### src/rtl/msg_assembler.sv
// Reassembles a most-significant-first stream of KEY_SIZE-bit chunks into one
// MSG_SIZE-bit message, presented with a valid/ack handshake.
module msg_assembler #(
  parameter int KEY_SIZE = 16,
  parameter int MSG_SIZE = 240,
  localparam int N_CHUNKS = MSG_SIZE / KEY_SIZE,
  localparam int CNT_W = $clog2(N_CHUNKS + 1)
) (
  input  logic                clk,
  input  logic                rst_n,
  input  logic                start,
  input  logic                in_valid,
  input  logic [KEY_SIZE-1:0] in_chunk,
  output logic                in_ready,
  output logic [MSG_SIZE-1:0] msg_out,
  output logic                msg_valid,
  input  logic                msg_ack,
  output logic [CNT_W-1:0]    chunk_count,
  output logic                overrun
);

  if ((MSG_SIZE % KEY_SIZE) != 0) begin : g_size_check
    $error("msg_assembler: MSG_SIZE must be a multiple of KEY_SIZE");
  end

  typedef enum logic [1:0] {IDLE, COLLECT, DONE} state_t;

  state_t state;
  state_t state_next;
  logic   accept;
  logic   last_chunk;
  logic   arm;

  always_ff @(posedge clk or negedge rst_n) begin
    if (!rst_n) begin
      state <= IDLE;
    end else begin
      state <= state_next;
    end
  end

  // Handshake outputs depend on the registered state only
  always_comb begin
    state_next = state;
    in_ready   = 1'b0;
    msg_valid  = 1'b0;
    accept     = 1'b0;
    last_chunk = 1'b0;
    arm        = 1'b0;
    case (state)
      IDLE: begin
        arm = start;
        if (start) state_next = COLLECT;
      end
      COLLECT: begin
        in_ready   = 1'b1;
        accept     = in_valid;
        last_chunk = in_valid && (chunk_count == CNT_W'(N_CHUNKS - 1));
        if (last_chunk) state_next = DONE;
      end
      DONE: begin
        msg_valid = 1'b1;
        if (msg_ack) state_next = IDLE;
      end
      default: state_next = IDLE;
    endcase
  end

  // Shift register written via a shift so KEY_SIZE == MSG_SIZE stays legal
  always_ff @(posedge clk or negedge rst_n) begin
    if (!rst_n) begin
      msg_out     <= '0;
      chunk_count <= '0;
    end else if (arm) begin
      msg_out     <= '0;
      chunk_count <= '0;
    end else if (accept) begin
      msg_out     <= (msg_out << KEY_SIZE) | MSG_SIZE'(in_chunk);
      chunk_count <= chunk_count + CNT_W'(1);
    end
  end

  // A clearing start wins over a same-edge stray chunk
  always_ff @(posedge clk or negedge rst_n) begin
    if (!rst_n) begin
      overrun <= 1'b0;
    end else if (arm) begin
      overrun <= 1'b0;
    end else if (in_valid && (state != COLLECT)) begin
      overrun <= 1'b1;
    end
  end

endmodule

### config.mk
export PLATFORM = sky130hd
export DESIGN_NAME = msg_assembler
export DESIGN_NICKNAME = d
export VERILOG_FILES = /design/src/rtl/msg_assembler.sv
export SDC_FILE = /design/constraint.sdc
export NUM_CORES = 1
export LEC_CHECK = 0
export CORE_AREA = 3 3 153 155
export CTS_BUF_LIST = sky130_fd_sc_hd__clkbuf_2
export DETAILED_ROUTE_END_ITERATION = 16
export DIE_AREA = 0 0 156 158
export DONT_BUFFER_PORTS = 1
export SYNTH_ARGS = -nofsm -noshare
export SYNTH_HDL_FRONTEND = slang
export SYNTH_SLANG_ARGS = --single-unit
### constraint.sdc
create_clock -name clk -period 1.8 [get_ports clk]
set_input_delay 0.54 -clock clk [delete_from_list [all_inputs] [get_ports clk]]
set_output_delay 0.54 -clock clk [all_outputs]
set_load 0.01 [all_outputs]
### Word-level counts from Yosys, hierarchy flattened

Index checks and enable logic that the tools add are counted.

| storage, ports and cells | value |
|---|---|
| register bits | 247 |
| input port bits | 21 |
| output and inout port bits | 247 |
| logic and storage cells | 33 |

| cells by class | value |
|---|---|
| reduce and logical (&&, ||, !) cells | 6 |
| muxes and demuxes | 14 |
| equal/unequal tests | 7 |
| bitwise gates (word level) | 1 |
| add/subtract/negate cells | 1 |

Operator list:

| operator | number |
|---|---|
| 2-to-1 mux 240 bit | 2 |
| bitwise OR 240 x 16 -> 240 bit | 1 |
| 2-to-1 mux 4 bit | 2 |
| 2-to-1 mux 1 bit | 6 |
| 2-to-1 mux 2 bit | 3 |
| inequality test 2 bit, second input constant | 3 |
| one-hot mux 2 bit (3 select lines) | 1 |
| adder 4 x 1 -> 4 bit, second input constant | 1 |
| == test 4 bit, second input constant | 1 |
| nonzero test 2 bit | 2 |
| AND reduction 3 bit | 1 |
| == test 2 x 1 -> 1 bit, second input constant | 1 |
| == test 2 bit, second input constant | 1 |
| logical AND 1 bit | 2 |
| logical NOT 2 bit | 1 |
| inequality test 2 x 1 -> 1 bit, second input constant | 1 |

### Depth between registers and ports, before layout

Gate-level depths: netlist of run 1.

| depth | value |
|---|---|
| depth after elaboration | 4 |
| depth in mapped cells | 6 |
| depth with buffers taken out | 4 |

### Worst setup path before layout of run 1

OpenSTA, ideal clock, no wires.

| timing path | value |
|---|---|
| path kind | input to register |
| start | in start |
| end | reg msg_out[172] |
| path buffers | 3 |
| cell stages on the path | 6 |
| arrival | 1,460 ps |
| setup time | 121 ps |
| data required time | 1,679 ps |
| setup slack | 219 ps |
| cell sequence | nor3b_1 buf_2 nor2_8 buf_4 buf_4 a22o_1 |

| between the ends | value |
|---|---|
| longest elaborated chain between the ends | 2 |
| elaborated cells between the ends (all ways) | 3 |
| those cells by class | 2 x mux; 1 x reduce/logical |

Ends and longest elaborated chain:

| item | line | source |
|---|---|---|
| from (decl) | 11 | `input logic start,` |
| 2-to-1 mux 1 bit (*) | 50 | `case (state)` |
| 2-to-1 mux 240 bit / nonzero test 2 bit (equally long branches) | n/a |  |
| to (signal assigned) | 78 | `msg_out <= (msg_out << KEY_SIZE) \| MSG_SIZE'(in_chunk);` |
| to (decl) | 15 | `output logic [MSG_SIZE-1:0] msg_out,` |

Mark *: on every way between the ends. The rest lies on a longest branch, timed or not.
A chain may end at the register's enable or synchronous reset.

### Final worst setup path of run 1

| timing path | value |
|---|---|
| start | reg state[1] |
| end | out in_ready |

| between the ends | value |
|---|---|
| longest elaborated chain between the ends | 2 |

Ends and longest elaborated chain:

| item | line | source |
|---|---|---|
| from (decl) | 28 | `state_t state;` |
| from (signal assigned) | 38 | `state <= state_next;` |
| == test 2 x 1 -> 1 bit | 50 |  |
| 2-to-1 mux 1 bit | 50 |  |
| to (decl) | 14 | `output logic in_ready,` |

No other way between the ends.

==> results of run 1 <==
==> layer usage <==
layer	track usage, %	vias to the layer above	share of wire (%)
met5	0	-	0
met4	7.53	0	2.5
met3	9.21	46	12
met2	28.0	303	48
met1	20.7	2783	38
li1	-	2436	-
==> cell families after synthesis <==
family / after synthesis / share of synthesized area, %
simple gates: 43 / 2.41
flops: 247 / 69.9
compound gates: 249 / 23.7
buf+inv: 59 / 3.67
fa+ha+maj: 2 / 0.283
==> registers in the layout (all words and copies together), names as in the netlist <==
name         flops
chunk_count      4
msg_out        240
overrun          1
state            2
==> metrics by stage <==
stage / setup WS, ns / setup TNS [ns] / cell area, um^2
2_1_floorplan: 0.219 / 0 / 8840
3_3_place_gp: 0.225 / 0 / 9030
3_5_place_dp: 0.188 / 0 / 9030
4_1_cts: -0.256 / -18.16 / 10100
5_1_grt: -0.264 / -20.96 / 10200
6_report: -0.142 / -0.258 / 10200
==> final timing paths <==
check,startpoint,to,slack (ns),cells past startpoint
worst max-delay path,state[1]$_DFFE_PN0P_,in_ready,-0.14,2
worst min-delay path,rst_n,msg_out[172]$_DFFE_PN0P_,-0.52,0
worst max register to register,state[1]$_DFFE_PN0P_,msg_out[211]$_DFFE_PN0P_,0.09,4
worst min register to register,msg_out[203]$_DFFE_PN0P_,msg_out[219]$_DFFE_PN0P_,0.55,1
max in group asynchronous,rst_n,msg_out[97]$_DFFE_PN0P_,1.80,0
min in group clk,in_valid,chunk_count[1]$_DFFE_PN0P_,0.14,2
==> what timing repair did <==
| action | 4_1_cts | 5_1_grt |
|---|---|---|
| gates resized for setup | 123 | 54 |
| setup buffers | 3 | 0 |
| endpoints found under the hold margin | 268 | 247 |
| endpoints found under the setup margin | 246 | 248 |
==> cells in the mapped netlist (all sizes together) (2+ instances only) <==
master,instances,area (um^2)
a21oi,18,90.1
a22o,226,1980
buf,41,257
clkbuf,14,52.6
dfrtp,247,6180
ha,2,25.0
inv,4,15.0
nand2,30,113
nand3,2,10.0
nor2,2,23.8
o21ai,4,20.0
or3,2,12.5
==> final cells by class <==
class | count | area [um^2] | area share, %
flip-flops and latches | 247 | 6390 | 62.9
multi-input cells | 294 | 2370 | 23.3
clock buffers | 89 | 445 | 4.38
repair buffers | 31 | 355 | 3.49
well taps | 280 | 350 | 3.44
clock inverters | 25 | 241 | 2.37
inverters | 4 | 17.5 | 0.172
diodes | 1 | 2.50 | 0.0246
==> worst reg2reg max path, cell delays in order, from the launching register on <==
cell and delay, ns:
dfrtp_1 0.42, buf_4 0.16, and3b_4 0.41, buf_12 0.32, a22o_1 0.29
==> power groups by stage <==
stage                     combinational, uW  sequential [uW]  clock, uW
after floorplan                        2830            10700          0
after global placement                 3020            12000          0
after detailed placement               3160            12000          0
after CTS                              3230            12200       4510
after global routing                   3610            12600       4850
final                                  3230            12200       4300
==> layout by cell type, fill, tap and decap left out, types with 5 or more instances in the layout <==
master | synthesis | layout
a21oi_1 | 18 | 18
a22o_1 | 226 | 226
buf_12 | 0 | 6
buf_4 | 18 | 6
bufinv_16 | 0 | 5
clkbuf_2 | 0 | 89
clkinv_1 | 0 | 11
clkinv_2 | 0 | 6
dfrtp_1 | 247 | 76
dfrtp_2 | 0 | 171
dlygate4sd3_1 | 0 | 19
nand2_1 | 30 | 30
==> results by group, run 1 <==
Placement
  • DP HPWL: 14200 um
  • GPL Wtd Cong: 0.798
  • DP Cell Count: 834
  • Port Buffers: 0

Yosys
  • EDFF count, synth: 0
  • Yosys warning count: 0
  • Post-synth top flop: dfrtp_1
  • Synthesized cell area: 8840 um^2
  • FFs w/ async S/R, synth: 100%
  • Post-synth cell types: 23
  • Synth Area per Inst: 14.7 um^2
  • Post-synthesis sequential area ratio: 69.9%
  • Synth Register Bits: 247
  • Syn Inst Count: 600
  • Syn Nets: 623

Final layout
  • Core Util, Final: 46.3%
  • Area Growth Syn to Fin: 15.1%
  • Layout cells sized above 1: 42.5%
  • Nets: 667
  • Post-Layout Cell Count: 971
  • Fill cells: 1911

Power
  • Leak Pwr: 0.00463 uW
  • Comb power frac: 16.3%
  • PD cells: 1940 nW/um^2
  • Register share of total power: 61.9%
  • Sw power: 7620 uW
  • Peak VDD IR: 0.787 mV
  • P_int: 12100 uW
  • Sw Ratio: 38.6%
  • Power Total: 19700 uW
  • Clk pwr share: 21.8%

Floorplan
  • Row cnt: 54
  • I/O pin cnt: 268
  • Die X-Extent: 156 um
  • Die area: 24600 um^2
  • Initial Utilization: 40.3%
  • Die Ht: 158 um
  • Core area: 22000 um^2

GRT
  • Largest net degree at the start of global routing: 248
  • Total grt overflow: 0
  • Vias in the first global route: 5774
  • First-pass GRT wire length: 34300 um
  • Initial antenna violation count: 1
  • Total track usage: 17.8%

Run
  • Max Cap Viol: 0

Timing
  • Slew headroom: 64.3%
  • Final Cycle Share: 108%
  • Pins over their slew limit: 0
  • Final Setup Violations: 2
  • Worst setup margin: -0.142 ns
  • WHS: -0.519 ns
  • F_max: 515 MHz
  • Final hold vios: 247
  • Layout Skew: 0.0507 ns
  • RSZ-0062 raised after global routing: yes
  • Crit path time final: 1.94 ns
  • Worst-margin pin slew: 0.536 ns

Critical path
  • Worst path cell trace: nand2b_4, inv_4
  • CP max-delay cell: dfrtp_1
  • Crit-path max FO: 3
  • Setup CP Type: reg2out
  • Crit-path max cell delay: 0.42 ns
  • Data arrival, critical path: 1.40 ns
  • Crit. End Element: primary output
  • Worst path top cell family by delay: flip-flops
  • CP required: 1.26 ns
  • Buf/Inv on CP: 1
  • CP Launch Type: register

Drt
  • Detail-routed via count per cell: 5.73
  • Total wire length: 22400 um
  • 1st-iter DRT viols: 473
  • Vias: 5568
  • Drt first pass iters: 5
  • ANT nets after route: 0
  • DRC errors left: 0
  • Post-DR wirelength/cell: 23.0 um

Clock tree
  • Clock-pin slew on the worst setup and hold paths: 0.10 ns
  • H-Tree Level Count: 3
  • Clock Tree Buf Depth: 3
  • Root buf cell: clkbuf_2
  • Clock sink count: 247
  • TritonCTS buffer count: 66
  • CTS tree: done
  • Hold_buf cts: 19
  • Worst-Skew Late Latency: 0.74 ns

Status
  • Status: complete, but fails checks
  • Failing checks: negative hold slack, negative setup slack

Worst hold path
  • Worst hold-check path type: in2async
No activity file was read; power rests on OpenSTA's default activity.
==> inputs of run 2 (changes only) <==
GPL_ROUTABILITY_DRIVEN = 0   (was default)
==> results of run 2 <==
Final layout, timing and power as in run 1 (identical DEF).
==> patch 1, RTL diff (flow settings as in run 1) <==
Encoding of `state_t`: now one-hot (3 bits for 3 states).
--- a/src/rtl/msg_assembler.sv
+++ b/src/rtl/msg_assembler.sv
@@ -24,5 +24,5 @@
   end
 
-  typedef enum logic [1:0] {IDLE, COLLECT, DONE} state_t;
+  typedef enum logic [2:0] {IDLE = 3'b001, COLLECT = 3'b010, DONE = 3'b100} state_t;
 
   state_t state;
Behaviour: same outputs for any inputs over 4 cycles, from zero or initial values and one cycle with rst_n low; so few cycles prove little.
==> patch 1 against run 1 <==
The run still ends with negative hold slack, negative setup slack left. Worst setup slack got worse by 120 ps. Total power decreased by 35%. Count of clock-buffer cells in the layout unchanged. Sequential cell count increased by 1. Worst hold slack got worse by 48 ps. Cell area increased by 4.9%. Area after synthesis increased by 2.0%. Critical path depth unchanged. Routed wire length increased by 16%. Synthesized cell count decreased by 4.2%. Register-to-register slack got worse by 220 ps. Highest routed layer unchanged.
==> patch 1: results (changes against run 1) <==
Global route
  – Largest net degree at the start of global routing: 249 (+0.40%)
  – GRT Util Overall: 0.182 (+0.00303)
  – Vias in the first global route: 5665 (-1.9%)
  – Initial antenna violation count: 0 (-1)
  – First-pass GRT wire length: 35.1 mm (+2.1%)

Critical path
  – Worst reg2reg path endpoint: msg_out[53]$_DFFE_PN0P_
  – Worst Path Arrival: 1520 ps (+120 ps)
  – FF-to-FF path depth: 9 (+5)
  – CP max stage cell: dfstp_2
  – Delay of the slowest critical-path stage: 550 ps (+130 ps)
  – Reg-to-reg slack, setup: -130 ps (-220 ps)
  – Crit path max fanout: 2 (-1)
  – CP startpoint: state[0]$_DFFE_PN1P_

Placed design
  – DP Worst Slack: 76.7 ps (-111 ps)
  – Placed Area: 0.00910 mm2 (+0.76%)
  – Gpl congestion: 0.802 (+0.43%)
  – HPWL after DPL: 15.1 mm (+6.5%)
  – Number of cells after detailed placement: 814 (-2.4%)

Finish
  – Fillers: 1820 (-4.8%)
  – NumNets Final: 669 (+0.30%)
  – Share of cells above drive strength 1: 0.478 (+0.0536)
  – Register Area: 0.00644 mm2 (+0.68%)
  – Top flop regs: msg_out (240), chunk_count (4), state (3)
  – Non-Filler Instances: 970 (-0.10%)

Routing
  – Drt wl/cell: 26.7 um (+16%)
  – Vias per cell: 6.04 (+5.4%)
  – Initial DRC count: 491 (+3.8%)

Clock network
  – # resized after CTS: 145 (+18%)
  – TritonCTS Buffers: 60 (-9.1%)
  – Clock Latency Late Sink: 820 ps (+80 ps)
  – Hold Buf Count CTS: 20 (+1)
  – H-Tree Depth: 2 (-1)

Pwr
  – LEAKAGE: 4.92 nW (+6.3%)
  – Seq pwr share: 0.486 (-0.133)
  – Max VDD drop: 740 uV (-6.0%)
  – Power Total: 12.9 mW (-35%)
  – Internal Power: 8.84 mW (-27%)

Timing
  – Setup WS post-layout: -257 ps (-115 ps)
  – Final hold violations: 248 (+0.40%)
  – Clock Skew: 41.8 ps (-8.83 ps)
  – Worst hold slack: -568 ps (-48.4 ps)
  – Final Setup Violations: 355 (+353)
  – Slew headroom: 0.718 (+0.0752)
  – Total Neg Setup Slack: -11200 ps (-10940 ps)

Synth
  – Post-Syn Instances: 575 (-4.2%)
  – Commonest cells post-synth: dfrtp_1, a22o_1, buf_6
  – Post-synthesis sequential area ratio: 0.688 (-0.0109)
  – Top post-synthesis cells by area: dfrtp_1, a22o_1, buf_6
  – Post-synthesis cell type count: 25 (+8.7%)

Outcome
  – Violated checks: negative hold slack, negative setup slack
  – Outcome: finished, violations left
[patch 1: changes by cell type after synthesis, sizes merged, moves of 3 or more]
cell,change
nand2,-26
a22o,+15
a21oi,-14
clkbuf,-14
buf,+13
o21ai,-3
[patch 1: final cells by class]
type	count	area share
multi-input cells	269	0.219
inverters	4	0.00141
clock inverters	17	0.0113
well taps	280	0.0328
repair buffers	63	0.0903
flip-flops and latches	248	0.603
clock buffers	89	0.0417
[patch 1: logic make-up after synthesis]
logic type	count (synthesis)	synth area share
multiplexers	3	0.00347
adder cells (fa/ha/maj)	2	0.00277
flip-flops	248	0.688
AND/OR/NAND/NOR	17	0.0130
buffers and inverters	58	0.0549
AO/OA/AOI/OAI	247	0.238
[patch 1: routing by layer]
metal  track usage  part of all wire  vias up
met5             0                 0        -
met4        0.0576             0.018        0
met3        0.0834              0.11       40
met2         0.302              0.49      361
met1         0.210              0.38     3030
li1              -                 -     2431
==> patch 2, RTL diff (settings of run 1) <==
Without the edit above. Change the parameter `KEY_SIZE` from 16 to 8.
--- a/src/rtl/msg_assembler.sv
+++ b/src/rtl/msg_assembler.sv
@@ -2,5 +2,5 @@
 // MSG_SIZE-bit message, presented with a valid/ack handshake.
 module msg_assembler #(
-  parameter int KEY_SIZE = 16,
+  parameter int KEY_SIZE = 8,
   parameter int MSG_SIZE = 240,
   localparam int N_CHUNKS = MSG_SIZE / KEY_SIZE,
Ports: changed (resized chunk_count and in_chunk); port bits go from 268 to 261. No check against the original RTL was run, so the function may have changed too.
==> patch 2 against run 1 <==
The flow still finishes with violations (negative hold slack, negative setup slack). Sequential share of layout area is 0.25 points higher. Worst setup slack worse by 37 ps. Cell area hardly changed. Non-clock buffer count is 2 lower. Sequential cell count is 1 higher. Area after synthesis is 2.0% higher. Routed wire length is 0.78% higher. Count of clock-buffer cells in the layout is 9 lower. Critical path depth is 1 lower. Critical path type unchanged.
Power is not compared: it rests on default switching activity, and its combinational part moved more than twofold at a synthesized area within 25%.
==> patch 2: results (changes against run 1) <==
Critical path
  – Worst Path Arrival: 1440 ps (+40 ps)
  – CP delay by family, top: flip-flops
  – CP max stage cell: dfrtp_2

Finish
  – Top flop regs: msg_out (240), chunk_count (5), state (2)
  – Share of cells above drive strength 1: 0.399 (-0.0257)
  – NumNets Final: 689 (+3.3%)
  – Multi-input gate area: 0.00244 mm2 (+3.3%)
  – Fillers: 1921 (+0.52%)

Global route
  – Grt met2 use: 0.266 (-0.0140)
  – M1 GR Usage: 0.204 (-0.00260)
  – First-pass GRT wire length: 33.5 mm (-2.5%)
  – Largest net degree at the start of global routing: 249 (+0.40%)
  – Met3 track demand over resource: 0.0785 (-0.0137)
  – GRT Util Overall: 0.169 (-0.00956)

Routing
  – Met1 Routed Length: 8.75 mm (+3.8%)
  – Vias per cell: 5.78 (+0.74%)
  – First-pass DRT Iterations: 5 (unchanged)
  – Metal2 WL: 10.9 mm (+1.5%)
  – Initial DRC count: 527 (+11%)
  – Metal3 WL: 2.44 mm (-9.4%)
  – Routed WL: 22.5 mm (+0.78%)
  – Drt wl/cell: 22.4 um (-2.9%)

Clock network
  – Clock Latency Late Sink: 800 ps (+60 ps)
  – Root buffer cell: clkbuf_2
  – Post-CTS setup buffers: 3 (unchanged)
  – Worst-path clk slew: 120 ps (+20 ps)
  – Hold Buf Count CTS: 11 (-8)
  – # resized after CTS: 103 (-16%)
  – H-Tree Depth: 2 (-1)
  – TritonCTS Buffers: 61 (-7.6%)

Timing
  – Setup WS post-layout: -179 ps (-37.3 ps)
  – Worst hold slack: -581 ps (-62.3 ps)
  – Clock Skew: 26.6 ps (-24.1 ps)
  – Final hold violations: 248 (+0.40%)
  – Slew headroom: 0.726 (+0.0835)
  – Final Setup Violations: 25 (+23)

Outcome
  – Violated checks: negative hold slack, negative setup slack
  – Outcome: finished, violations left

Synth
  – Post-synthesis cell type count: 24 (+4.3%)
  – Share of flip-flops with an asynchronous set or reset: 1.00 (unchanged)
  – Commonest cells post-synth: dfrtp_1, a22o_1, nand2_1
  – Post-synthesis sequential area ratio: 0.689 (-0.0106)
  – Synth Flop Type: dfrtp_1
  – Mean cell area of the mapped netlist: 14.1 um2 (-4.3%)
  – Top post-synthesis cells by area: dfrtp_1, a22o_1, nand2_1
  – Post-synthesis net count: 654 (+5.0%)

Placed design
  – DP Worst Slack: 197 ps (+8.74 ps)
  – HPWL after DPL: 13.7 mm (-3.0%)
  – Port bufs: 0 (unchanged)
  – Gpl congestion: 0.797 (-0.14%)
  – Number of cells after detailed placement: 874 (+4.8%)

Pwr
  – Sw Share: 0.340
  – Max VDD drop: slightly below 700 uV
[patch 2: worst paths after layout]
kind	start	end	slack, ps	cells past startpoint
worst max-delay path	state[0]$_DFFE_PN0P_	in_ready	-180	1
worst min-delay path	rst_n	msg_out[142]$_DFFE_PN0P_	-580	0
worst max register to register	state[1]$_DFFE_PN0P_	msg_out[79]$_DFFE_PN0P_	30	6
worst min register to register	chunk_count[4]$_DFFE_PN0P_	chunk_count[4]$_DFFE_PN0P_	550	1
max in group asynchronous	rst_n	msg_out[32]$_DFFE_PN0P_	2020	0
min in group clk	in_valid	msg_out[210]$_DFFE_PN0P_	250	4
[patch 2: metrics by stage]
stage	area, um2	total power, mW	util	TNS (ps)
after global placement	9180	9.47	0.418	0
after detailed placement	9180	9.55	0.418	0
final	10200	13.2	0.463	-532
after CTS	10000	13.2	0.456	-23350
after global routing	10200	13.9	0.463	-32560
after floorplan	9010	8.93	-	0
[patch 2: cell families after synthesis]
| family | after synthesis | share of synthesized area |
|---|---|---|
| compound gates | 247 | 0.226 |
| fa+ha+maj | 2 | 0.00278 |
| buf+inv | 61 | 0.0423 |
| flops | 248 | 0.689 |
| mux | 3 | 0.00333 |
| simple gates | 78 | 0.0373 |
[patch 2: layout make-up]
cell class,instances,area share
sequential,248,0.631
multi-input combinational,330,0.240
clock buffer,80,0.0394
timing repair buffer,29,0.0380
tap,280,0.0344
clock inverter,36,0.0151
inverter,4,0.00148
antenna,1,0.000246
[patch 2: power groups by stage]
| stage | logic (mW) | registers (mW) | clock network (mW) |
|---|---|---|---|
| after floorplan | 1.22 | 7.70 | 0 |
| after global placement | 1.29 | 8.17 | 0 |
| after detailed placement | 1.37 | 8.19 | 0 |
| after CTS | 1.39 | 8.16 | 3.68 |
| after global routing | 1.59 | 8.34 | 4.00 |
| final | 1.43 | 8.21 | 3.52 |
